--- src/rtl/pu_feeder.sv ---
// Front end of the 4-lane PU: holds the weight set and packs serial activations into groups of four.
// Each group is presented for one cycle, and its result is marked PU_LAT cycles later.
module pu_feeder #(
  parameter int DATA_W = 5,
  parameter int PU_LAT = 2
) (
  input  logic                clk,
  input  logic                rst,
  input  logic                w_load,
  input  logic [4*DATA_W-1:0] w_in,
  input  logic                a_valid,
  input  logic [DATA_W-1:0]   a_data,
  input  logic                a_last,
  output logic                a_ready,
  output logic [DATA_W-1:0]   a1,
  output logic [DATA_W-1:0]   a2,
  output logic [DATA_W-1:0]   a3,
  output logic [DATA_W-1:0]   a4,
  output logic [DATA_W-1:0]   w1,
  output logic [DATA_W-1:0]   w2,
  output logic [DATA_W-1:0]   w3,
  output logic [DATA_W-1:0]   w4,
  output logic                issue,
  output logic                res_valid,
  output logic [7:0]          grp_cnt
);

  typedef enum logic {FILL, ISSUE} state_t;

  state_t            state_reg;
  logic              wts_ok_reg;
  logic [1:0]        cnt_reg;
  logic              issue_reg;
  logic [7:0]        grp_cnt_reg;
  logic [PU_LAT-1:0] lat_reg;
  logic [PU_LAT-1:0] lat_next;

  logic [DATA_W-1:0] slot_reg   [4];
  logic [DATA_W-1:0] slot_next  [4];
  logic [DATA_W-1:0] wt_reg     [4];
  logic [DATA_W-1:0] wt_next    [4];
  logic [DATA_W-1:0] a_lane_reg [4];
  logic [DATA_W-1:0] w_lane_reg [4];

  logic beat_ok;
  logic w_take;
  logic grp_done;

  assign beat_ok  = (state_reg == FILL) && wts_ok_reg && a_valid;
  assign w_take   = (state_reg == FILL) && (cnt_reg == 2'd0) && w_load;
  assign grp_done = beat_ok && ((cnt_reg == 2'd3) || a_last);

  // The next-state views include this cycle's beat and weight load.
  // A group that closes in the same cycle therefore issues with them.
  genvar gi;
  generate
    for (gi = 0; gi < 4; gi++) begin : g_lane
      assign slot_next[gi] = (beat_ok && (cnt_reg == 2'(gi))) ? a_data : slot_reg[gi];
      assign wt_next[gi]   = w_take ? w_in[gi*DATA_W +: DATA_W] : wt_reg[gi];
    end
  endgenerate

  assign lat_next[0] = issue_reg;
  generate
    for (gi = 1; gi < PU_LAT; gi++) begin : g_lat
      assign lat_next[gi] = lat_reg[gi-1];
    end
  endgenerate

  always_ff @(posedge clk) begin
    if (rst) begin
      state_reg   <= FILL;
      wts_ok_reg  <= 1'b0;
      cnt_reg     <= 2'd0;
      issue_reg   <= 1'b0;
      grp_cnt_reg <= 8'd0;
      lat_reg     <= '0;
      for (int i = 0; i < 4; i++) begin
        slot_reg[i]   <= '0;
        wt_reg[i]     <= '0;
        a_lane_reg[i] <= '0;
        w_lane_reg[i] <= '0;
      end
    end else begin
      issue_reg <= 1'b0;
      lat_reg   <= lat_next;
      for (int i = 0; i < 4; i++) begin
        wt_reg[i] <= wt_next[i];
      end
      case (state_reg)
        FILL: begin
          if (w_take) begin
            wts_ok_reg <= 1'b1;
          end
          if (beat_ok) begin
            cnt_reg <= cnt_reg + 2'd1;
          end
          for (int i = 0; i < 4; i++) begin
            slot_reg[i] <= slot_next[i];
          end
          if (grp_done) begin
            for (int i = 0; i < 4; i++) begin
              a_lane_reg[i] <= slot_next[i];
              w_lane_reg[i] <= wt_next[i];
            end
            issue_reg   <= 1'b1;
            grp_cnt_reg <= grp_cnt_reg + 8'd1;
            state_reg   <= ISSUE;
          end
        end
        ISSUE: begin
          cnt_reg <= 2'd0;
          for (int i = 0; i < 4; i++) begin
            slot_reg[i] <= '0;
          end
          state_reg <= FILL;
        end
        default: state_reg <= FILL;
      endcase
    end
  end

  assign a_ready   = (state_reg == FILL) && wts_ok_reg;
  assign issue     = issue_reg;
  assign res_valid = lat_reg[PU_LAT-1];
  assign grp_cnt   = grp_cnt_reg;
  assign a1 = a_lane_reg[0];
  assign a2 = a_lane_reg[1];
  assign a3 = a_lane_reg[2];
  assign a4 = a_lane_reg[3];
  assign w1 = w_lane_reg[0];
  assign w2 = w_lane_reg[1];
  assign w3 = w_lane_reg[2];
  assign w4 = w_lane_reg[3];

endmodule
--- config.mk ---
export PLATFORM = sky130hd
export DESIGN_NAME = pu_feeder
export DESIGN_NICKNAME = d
export VERILOG_FILES = /design/src/rtl/pu_feeder.sv
export SDC_FILE = /design/constraint.sdc
export NUM_CORES = 1
export LEC_CHECK = 0
export BUFFER_PORTS_ARGS = -buffer_cell sky130_fd_sc_hd__buf_2
export CORE_MARGIN = 10
export CORE_UTILIZATION = 48
export CTS_BUF_LIST = sky130_fd_sc_hd__clkbuf_16
export DETAILED_ROUTE_END_ITERATION = 8
export PLACE_DENSITY = 0.75
export SKIP_LAST_GASP = 1
export SYNTH_ARGS = -nofsm -noshare
export SYNTH_HDL_FRONTEND = slang
export SYNTH_SLANG_ARGS = --single-unit
--- constraint.sdc ---
create_clock -name clk -period 3.1 [get_ports clk]
set_clock_uncertainty 0.1 [all_clocks]
set_input_delay 0.155 -clock clk [delete_from_list [all_inputs] [get_ports clk]]
set_output_delay 0.155 -clock clk [all_outputs]
set_load 0.005 [all_outputs]
=== Word-level counts from Yosys, hierarchy flattened ===
Memory sizes are Yosys's and may differ from the RTL's.
Index checks and enable logic that the tools add are counted.

* $add $sub $neg: 2
* Equal/unequal tests: 4
* Mux-type cells: 44
* Bitwise gates (word level): 21
* Reductions and logical operators: 13

{| class="wikitable"
|+ Operator list
! operator !! number
|-
| $mux 5 || 28
|-
| $or 1x1->1 || 20
|-
| $mux 1 || 13
|-
| $logic_and 1x1->1 || 9
|-
| $add 8x1->8 const B || 1
|-
| $eq 2x2->1 const B || 2
|-
| $pmux 2 s2 || 1
|-
| $reduce_and 2->1 || 2
|-
| $add 2x1->2 const B || 1
|-
| $eq 2x1->1 const B || 1
|-
| $logic_not 2->1 || 1
|-
| $mux 2 || 1
|-
| $ne 2x2->1 const B || 1
|-
| $pmux 1 s2 || 1
|-
| $logic_or 1x1->1 || 1
|-
| $not 1->1 || 1
|}

* Flip-flop bits (word level): 15
* RAM bits: 80
* Memories: 4
* Word-level logic and storage cells: 94
* Bits of input ports: 30

{| class="wikitable"
|+ Memory list
! memory !! depth !! width !! read ports !! clocked after memory_dff !! write ports !! RTL line !! text
|-
| a_lane_reg || 4 || 5 || 4 || 0 || 4 || 42 || <nowiki>logic [DATA_W-1:0] a_lane_reg [4];</nowiki>
|-
| slot_reg || 4 || 5 || 4 || 0 || 4 || 38 || <nowiki>logic [DATA_W-1:0] slot_reg [4];</nowiki>
|-
| w_lane_reg || 4 || 5 || 4 || 0 || 4 || 43 || <nowiki>logic [DATA_W-1:0] w_lane_reg [4];</nowiki>
|-
| wt_reg || 4 || 5 || 4 || 0 || 4 || 40 || <nowiki>logic [DATA_W-1:0] wt_reg [4];</nowiki>
|}

=== Longest topological paths before layout ===
Gate-level depths: netlist (run 1).

* Depth after elaboration: 9
* Gate-level depth with buffers: 6

=== Least setup slack after synthesis (run 1) ===
Ideal clock, no wire load.

* Path type: reg2reg
* Start: register cnt_reg[1]
* End: memory a_lane_reg[0][0] (enable)
* Cell stages (with the launch flop): 4
* Period minus slack after synthesis: 3089 ps
* Required time: 2554 ps
* Arrival time: 2543 ps
* Library setup time: 446 ps
* Setup slack: 11 ps
* Cell sequence: dfxtp_1 -> ha_1 -> nor2_1 -> o21bai_1

{| class="wikitable"
|+ RTL lines
! what !! RTL line !! text
|-
| start, declared || 32 || <nowiki>logic [1:0] cnt_reg;</nowiki>
|-
| start signal, assigned || 96 || <nowiki>cnt_reg <= cnt_reg + 2'd1;</nowiki>
|-
| end, declared || 42 ||
|}

==> results of run 1 <==
-- final cells by class --
type	instances	area [um^2]
multi-input cells	186	1140
clock inverters	7	62.6
clock buffers	9	225
well taps	99	124
inverters	5	18.8
flip-flops and latches	95	2400
fillers	586	2680
repair buffers	101	598
-- how the worst max path moves through the flow --
| stage | start | cells past startpoint | to |
|---|---|---|---|
| 2_1_floorplan | cnt_reg[1]$_SDFFE_PP0P_ | 3 | a_lane_reg[0][0]$_SDFFCE_PN0P_ |
| 3_3_place_gp | wts_ok_reg$_SDFFE_PP0P_ | 3 | w_lane_reg[3][1]$_SDFFCE_PN0P_ |
| 3_5_place_dp | cnt_reg[1]$_SDFFE_PP0P_ | 5 | a_lane_reg[1][0]$_SDFFCE_PN0P_ |
| 4_1_cts | cnt_reg[0]$_SDFFE_PP0P_ | 5 | a_lane_reg[1][0]$_SDFFCE_PN0P_ |
| 5_1_grt | cnt_reg[0]$_SDFFE_PP0P_ | 5 | w_lane_reg[0][2]$_SDFFCE_PN0P_ |
| 6_report | cnt_reg[0]$_SDFFE_PP0P_ | 5 | w_lane_reg[0][2]$_SDFFCE_PN0P_ |
-- per-stage QoR --
stage	std cells	hold slack (ns)
after floorplan	302	0.218
final	502	0.0103
after detailed placement	470	0.319
after global routing	502	0.00921
after global placement	470	0.306
after CTS	502	0.00172
-- cells by family (layout without fill, tap and decap cells) --
group | after synthesis | after routing | share of synthesized area [%]
adder cells (fa/ha/maj) | 5 | 5 | 1.74
AND/OR/NAND/NOR | 109 | 109 | 13.8
AO/OA/AOI/OAI | 21 | 21 | 3.34
multiplexers | 40 | 40 | 11.1
other | 1 | 10 | 0.104
XOR/XNOR | 1 | 1 | 0.244
flip-flops | 95 | 95 | 66.8
buffers and inverters | 21 | 122 | 2.82
-- cells in the final DEF (no fill, tap or decap), types with 4 or more instances in the layout --
| cell | count |
|---|---|
| sky130_fd_sc_hd__nand4b_1 | 5 |
| sky130_fd_sc_hd__buf_2 | 80 |
| sky130_fd_sc_hd__conb_1 | 10 |
| sky130_fd_sc_hd__ha_1 | 5 |
| sky130_fd_sc_hd__o31ai_1 | 4 |
| sky130_fd_sc_hd__o21ai_0 | 5 |
| sky130_fd_sc_hd__nand2_1 | 4 |
| sky130_fd_sc_hd__or3_1 | 4 |
| sky130_fd_sc_hd__edfxtp_1 | 50 |
| sky130_fd_sc_hd__dfxtp_1 | 45 |
| sky130_fd_sc_hd__nor2_1 | 83 |
| sky130_fd_sc_hd__mux2i_1 | 40 |
| sky130_fd_sc_hd__clkbuf_16 | 9 |
| sky130_fd_sc_hd__dlygate4sd3_1 | 16 |
| sky130_fd_sc_hd__inv_1 | 6 |
| sky130_fd_sc_hd__or4_1 | 4 |
| sky130_fd_sc_hd__a21oi_1 | 10 |
| sky130_fd_sc_hd__buf_4 | 5 |
-- critical path: cells and delay by family, from the launching register on --
| family | cells | cell delay, ns |
|---|---|---|
| simple gates | 3 | 0.63 |
| buf+inv | 1 | 0.37 |
| flops | 1 | 0.34 |
| fa+ha+maj | 1 | 0.24 |
-- power groups by stage --
stage               clock [mW]  combinational [mW]  sequential, mW
global placement             0               0.195            1.43
finish                    1.07               0.214            1.41
global route              1.14               0.238            1.41
CTS                       1.09               0.216            1.41
detailed placement           0               0.200            1.43
floorplan                    0               0.120            1.43
-- metal layers --
metal	GRT usage, %	vias up	wire (um)
li1	-	1220	-
met2	21.8	66	3750
met1	14.9	1157	3010
met4	4.06	0	86
met5	0	-	0
met3	6.77	9	636
-- timing repair --
action	CTS	global route
setup buffers	0	0
hold endpoints to repair	16	0
hold buffers	16	0
resized for setup	0	0
==> flow_metrics.tcl, run 1 <==
set metrics [dict create \
    worst-path-max-fanout 42 \
    slew_violations 0 \
    switching_share_pct 21.9 \
    route.detailed.drc 0 \
    place.port_buffers 80 \
    switching_power_uw 589 \
    initial_utilization_pct 49.6 \
    utilization_pct 63.0 \
    power.sequential.fraction_pct 52.3 \
    grt_max_degree 43 \
    detailed_place_hpwl_um 5220 \
    clock.fmax_mhz 509 \
    pre_cts_ws_ns 1.13 \
    clock-root-buffer "sky130_fd_sc_hd__clkbuf_16" \
    grt_pass1_wl_um 12100 \
    stdcell_area_um2 4570 \
    drv_cap 0 \
    ctsLongestPathBuffers 2 \
    dr_total_vias 2452 \
    worst_ir_drop_vdd_uv 409 \
    first_pass_iters 5 \
    status "complete, no violations" \
    cp_cell_sequence "ha_1, nor2_1, or3_1, buf_4, nor2_1" \
    grt.overflow.total 0 \
    antenna_found_initial 1 \
    yosys-top-cells-count "sky130_fd_sc_hd__nor2_1, sky130_fd_sc_hd__edfxtp_1, sky130_fd_sc_hd__dfxtp_1" \
    core_area_um2 7250 \
    yosys_warnings 0 \
    yosys.cell_count.top_type "sky130_fd_sc_hd__nor2_1" \
    synthTopCellsByArea "sky130_fd_sc_hd__edfxtp_1, sky130_fd_sc_hd__dfxtp_1, sky130_fd_sc_hd__mux2i_1" \
    rsz0062_at_grt "no" \
    power.share.combinational_pct 8.0 \
    period_minus_slack_ns 1.97 \
    cts.sinks 95 \
    critical-path-slowest-cell "sky130_fd_sc_hd__buf_4" \
    tightestPinTransition_ns 0.625 \
    worstSetupPathType "reg -> reg" \
    clk_transition_reported_paths_ns 0.06 \
    grt_pass1_vias 2471 \
    placement_rows 31 \
    hold_class "in -> reg" \
    total_internal_power_mw 2.10 \
    holdPathStages 3 \
    floorplan.die.width_um 107 \
    worstSetupEndpointType "flop" \
    startpoint_of_the_lowest_slack_hold_path "w_in[6]" \
    yosys.cell_types.count 28 \
    critical-path-top-cell-by-count "sky130_fd_sc_hd__nor2_1" \
    totalWireLength_um 7490 \
    first_iter_violations 135 \
    ffs_w_async_s_r_synth_pct 0 \
    cp_data_required_time_ns 3.06 \
    critPathArrivalTime_ns 1.93 \
    ios 81 \
    synth_flop_cell "sky130_fd_sc_hd__edfxtp_1" \
    power-per-cell-area_nw_per_um2 589 \
    rr_endpoint "w_lane_reg[0][2]$_SDFFCE_PN0P_" \
    synth.avg_cell_area_um2 12.3 \
    worst_hold_path.endpoint "wt_reg[1][1]$_SDFF_PP0_" \
    r2r_slack_ns 1.13 \
    gp_congestion 0.728 \
    yosys_register_bits 95 \
    reg2reg_from "cnt_reg[0]$_SDFFE_PP0P_" \
    cts_buffers 9 \
    startpoint_class_of_the_critical_path "flop" \
    number_of_failing_hold_endpoints_at_the_final_stage 0 \
    nets 433 \
    groute.usage.overall_pct 13.3 \
    cp_slowest_stage_delay_ns 0.37 \
    yosysSeqAreaShare_pct 66.8 \
    synth_largest_type_area_fraction_pct 41.7 \
    syn_inst_count 293 \
    timing.final.crit_share_pct 63.4 \
    routed_via_density 4.88 \
    floorplan.die_area_um2 11400 \
    timing.final.ws_setup_ns 1.13 \
    lkg_pwr_nw 2.09 \
    clkLatencyLatePin_ns 0.33 \
    setup_viol 0 \
    die_y_um 107 \
    synthToLayoutAreaGrowth_pct 27.0 \
    tritoncts_clock_tree "done" \
    placed_area_um2 4120 \
    cell_accounting_for_the_most_synthesized_area "sky130_fd_sc_hd__edfxtp_1" \
    synth-edff-count 50 \
    worst_reg2reg_path_depth 5 \
    ant_nets 0 \
    post-layout-total-power_mw 2.69 \
    htree_levels 3 \
    max_slew_margin_pct 58.3 \
    synth.cell_area_um2 3600 \
    clkPwrFrac_pct 39.7 \
    fraction_of_layout_instances_using_a_drive_strength_above_1_pct 25.3 \
    setup-tns-final_ns 0 \
    wl_per_cell_um 14.9 \
    antennaDiodeCount 0 \
]
Note: power is estimated with default switching activity, not from simulation.
==> run 2: changes to the inputs <==
- clock period: 3.1 -> 1.6 ns (I/O delays scaled with it)
==> flow_metrics.tcl, run 2 (same netlist as run 1, synthesis figures left out) <==
set metrics [dict create \
    setup-tns-final_ns -0.868 \
    routed_via_density 5.04 \
    r2r_slack_ns -0.08 \
    cts_buffers 9 \
    rsz0062_at_grt "yes" \
    grt_max_degree 43 \
    place_inst 487 \
    place.port_buffers 80 \
    worst_ir_drop_vdd_uv 898 \
    worst_hold_path.endpoint "w_lane_reg[1][2]$_SDFFCE_PN0P_" \
    antenna_found_initial 0 \
    floorplan.die.width_um 107 \
    startpoint_of_the_lowest_slack_hold_path "w_in[7]" \
    clkPwrFrac_pct 38.0 \
    fraction_of_layout_instances_using_a_drive_strength_above_1_pct 39.7 \
    grt.overflow.total 0 \
    layoutNonFillerInstCount 535 \
    grt_pass1_wl_um 13100 \
    hold_class "in -> reg" \
    clk_transition_reported_paths_ns 0.07 \
    rr_endpoint "w_lane_reg[3][1]$_SDFFCE_PN0P_" \
    holdPathStages 3 \
    final.fill_count 479 \
    ios 81 \
    register_area_um2 2420 \
    clock-root-buffer "sky130_fd_sc_hd__clkbuf_16" \
    clkLatencyLatePin_ns 0.34 \
    status "finished with violations" \
    cts.sinks 95 \
    wl_per_cell_um 16.8 \
    placement_rows 31 \
    antennaDiodeCount 0 \
    tritoncts_clock_tree "done" \
    worst_reg2reg_path_depth 7 \
    setup_viol 36 \
    period_minus_slack_ns 1.68 \
    power.sequential.fraction_pct 49.4 \
    timing.final.ws_setup_ns -0.0750 \
    floorplan.die_area_um2 11400 \
    multi_input_comb_area_um2 1510 \
    first_pass_iters 4 \
    clock.fmax_mhz 597 \
    stdcell_area_um2 5350 \
    number_of_failing_hold_endpoints_at_the_final_stage 0 \
    switching_power_mw 1.30 \
    totalWireLength_um 9000 \
    placed_area_um2 4320 \
    ant_nets 0 \
    worstSetupEndpointType "flop" \
    timing.final.crit_share_pct 105 \
    cp_data_required_time_ns 1.59 \
    power.share.combinational_pct 12.6 \
    pre_cts_ws_ns -0.0998 \
    first_iter_violations 90 \
    failed_checks "negative setup slack" \
    drv_cap 0 \
    groute.usage.overall_pct 14.4 \
    reg2reg_from "cnt_reg[0]$_SDFFE_PP0P_" \
    synthToLayoutAreaGrowth_pct 48.7 \
    commonest_cells_after_routing_fill_and_taps_aside "sky130_fd_sc_hd__buf_2, sky130_fd_sc_hd__nor2_1, sky130_fd_sc_hd__edfxtp_1, sky130_fd_sc_hd__dfxtp_1, sky130_fd_sc_hd__mux2i_4" \
    route.detailed.drc 0 \
    core_area_um2 7250 \
    total_internal_power_mw 4.28 \
    power-per-cell-area_nw_per_um2 1040 \
    grt_pass1_vias 2715 \
    worst-path-max-fanout 7 \
    slew_violations 0 \
    switching_share_pct 23.3 \
    die_y_um 107 \
    mostFrequentLayoutCell "sky130_fd_sc_hd__buf_2" \
    ctsLongestPathBuffers 2 \
    htree_levels 3 \
    startpoint_class_of_the_critical_path "flop" \
    worstSetupPathType "reg -> reg" \
    lkg_pwr_nw 2.22 \
    critPathArrivalTime_ns 1.66 \
    gp_congestion 0.741 \
    nets 466 \
    detailed_place_hpwl_um 5460 \
    dr_total_vias 2698 \
    initial_utilization_pct 49.6 \
]
-- run 2: how the worst max path moves through the flow --
stage,start,endpoint,slack (ns),depth (start not counted)
2_1_floorplan,wts_ok_reg$_SDFFE_PP0P_,a_lane_reg[0][0]$_SDFFCE_PN0P_,-0.19,4
3_3_place_gp,cnt_reg[0]$_SDFFE_PP0P_,w_lane_reg[1][4]$_SDFFCE_PN0P_,-0.02,6
3_5_place_dp,cnt_reg[0]$_SDFFE_PP0P_,slot_reg[2][1]$_SDFFCE_PN0P_,-0.1,7
4_1_cts,cnt_reg[0]$_SDFFE_PP0P_,a_lane_reg[1][0]$_SDFFCE_PN0P_,-0.03,5
5_1_grt,cnt_reg[1]$_SDFFE_PP0P_,slot_reg[1][4]$_SDFFCE_PP0P_,-0.11,6
6_report,cnt_reg[0]$_SDFFE_PP0P_,w_lane_reg[3][1]$_SDFFCE_PN0P_,-0.08,7
-- run 2: area by class of cell --
class | count | area share, %
clock buffer | 9 | 4.21
inverter | 5 | 0.444
tap | 99 | 2.32
clock inverter | 7 | 1.36
timing repair buffer | 133 | 18.2
sequential | 95 | 45.2
multi-input combinational | 187 | 28.3
-- run 2: per-stage QoR --
stage | total power [mW] | hold slack, ns | util (%)
2_1_floorplan | 3.02 | 0.143 | -
3_3_place_gp | 3.22 | 0.234 | 59.6
3_5_place_dp | 3.23 | 0.241 | 59.6
4_1_cts | 5.39 | 0.000140 | 67.9
5_1_grt | 5.75 | 0.0330 | 73.8
6_report | 5.58 | 0.00919 | 73.8
-- run 2: power by group through the flow --
| stage | logic (mW) | clock network (mW) | registers (mW) |
|---|---|---|---|
| after floorplan | 0.242 | 0 | 2.78 |
| after global placement | 0.439 | 0 | 2.78 |
| after detailed placement | 0.453 | 0 | 2.78 |
| after CTS | 0.518 | 2.14 | 2.73 |
| after global routing | 0.758 | 2.23 | 2.76 |
| final | 0.701 | 2.12 | 2.76 |
-- run 2: repair_timing --
item / 4_1_cts / 5_1_grt
pin swaps: 3 / 5
cloned: 0 / 2
buffers inserted: 2 / 6
endpoints found under the setup margin: 77 / 95
hold buffers: 22 / 0
hold endpoints to repair: 37 / 0
resized for setup: 19 / 64
-- run 2: worst max-delay path, stage by stage, from the launching register on --
cell and delay (ns):
sky130_fd_sc_hd__dfxtp_4 0.38, sky130_fd_sc_hd__inv_4 0.05, sky130_fd_sc_hd__ha_4 0.15, sky130_fd_sc_hd__nand3b_1 0.09, sky130_fd_sc_hd__buf_6 0.14, sky130_fd_sc_hd__clkbuf_16 0.18, sky130_fd_sc_hd__mux2i_1 0.26, sky130_fd_sc_hd__nor2_1 0.07
-- run 2: layer usage --
metal	global-route usage, %	up-vias	wire length (um)
met4	5.13	0	131
met1	15.7	1320	3490
met5	0	-	0
met2	25.9	64	4920
met3	4.55	13	458
li1	-	1301	-
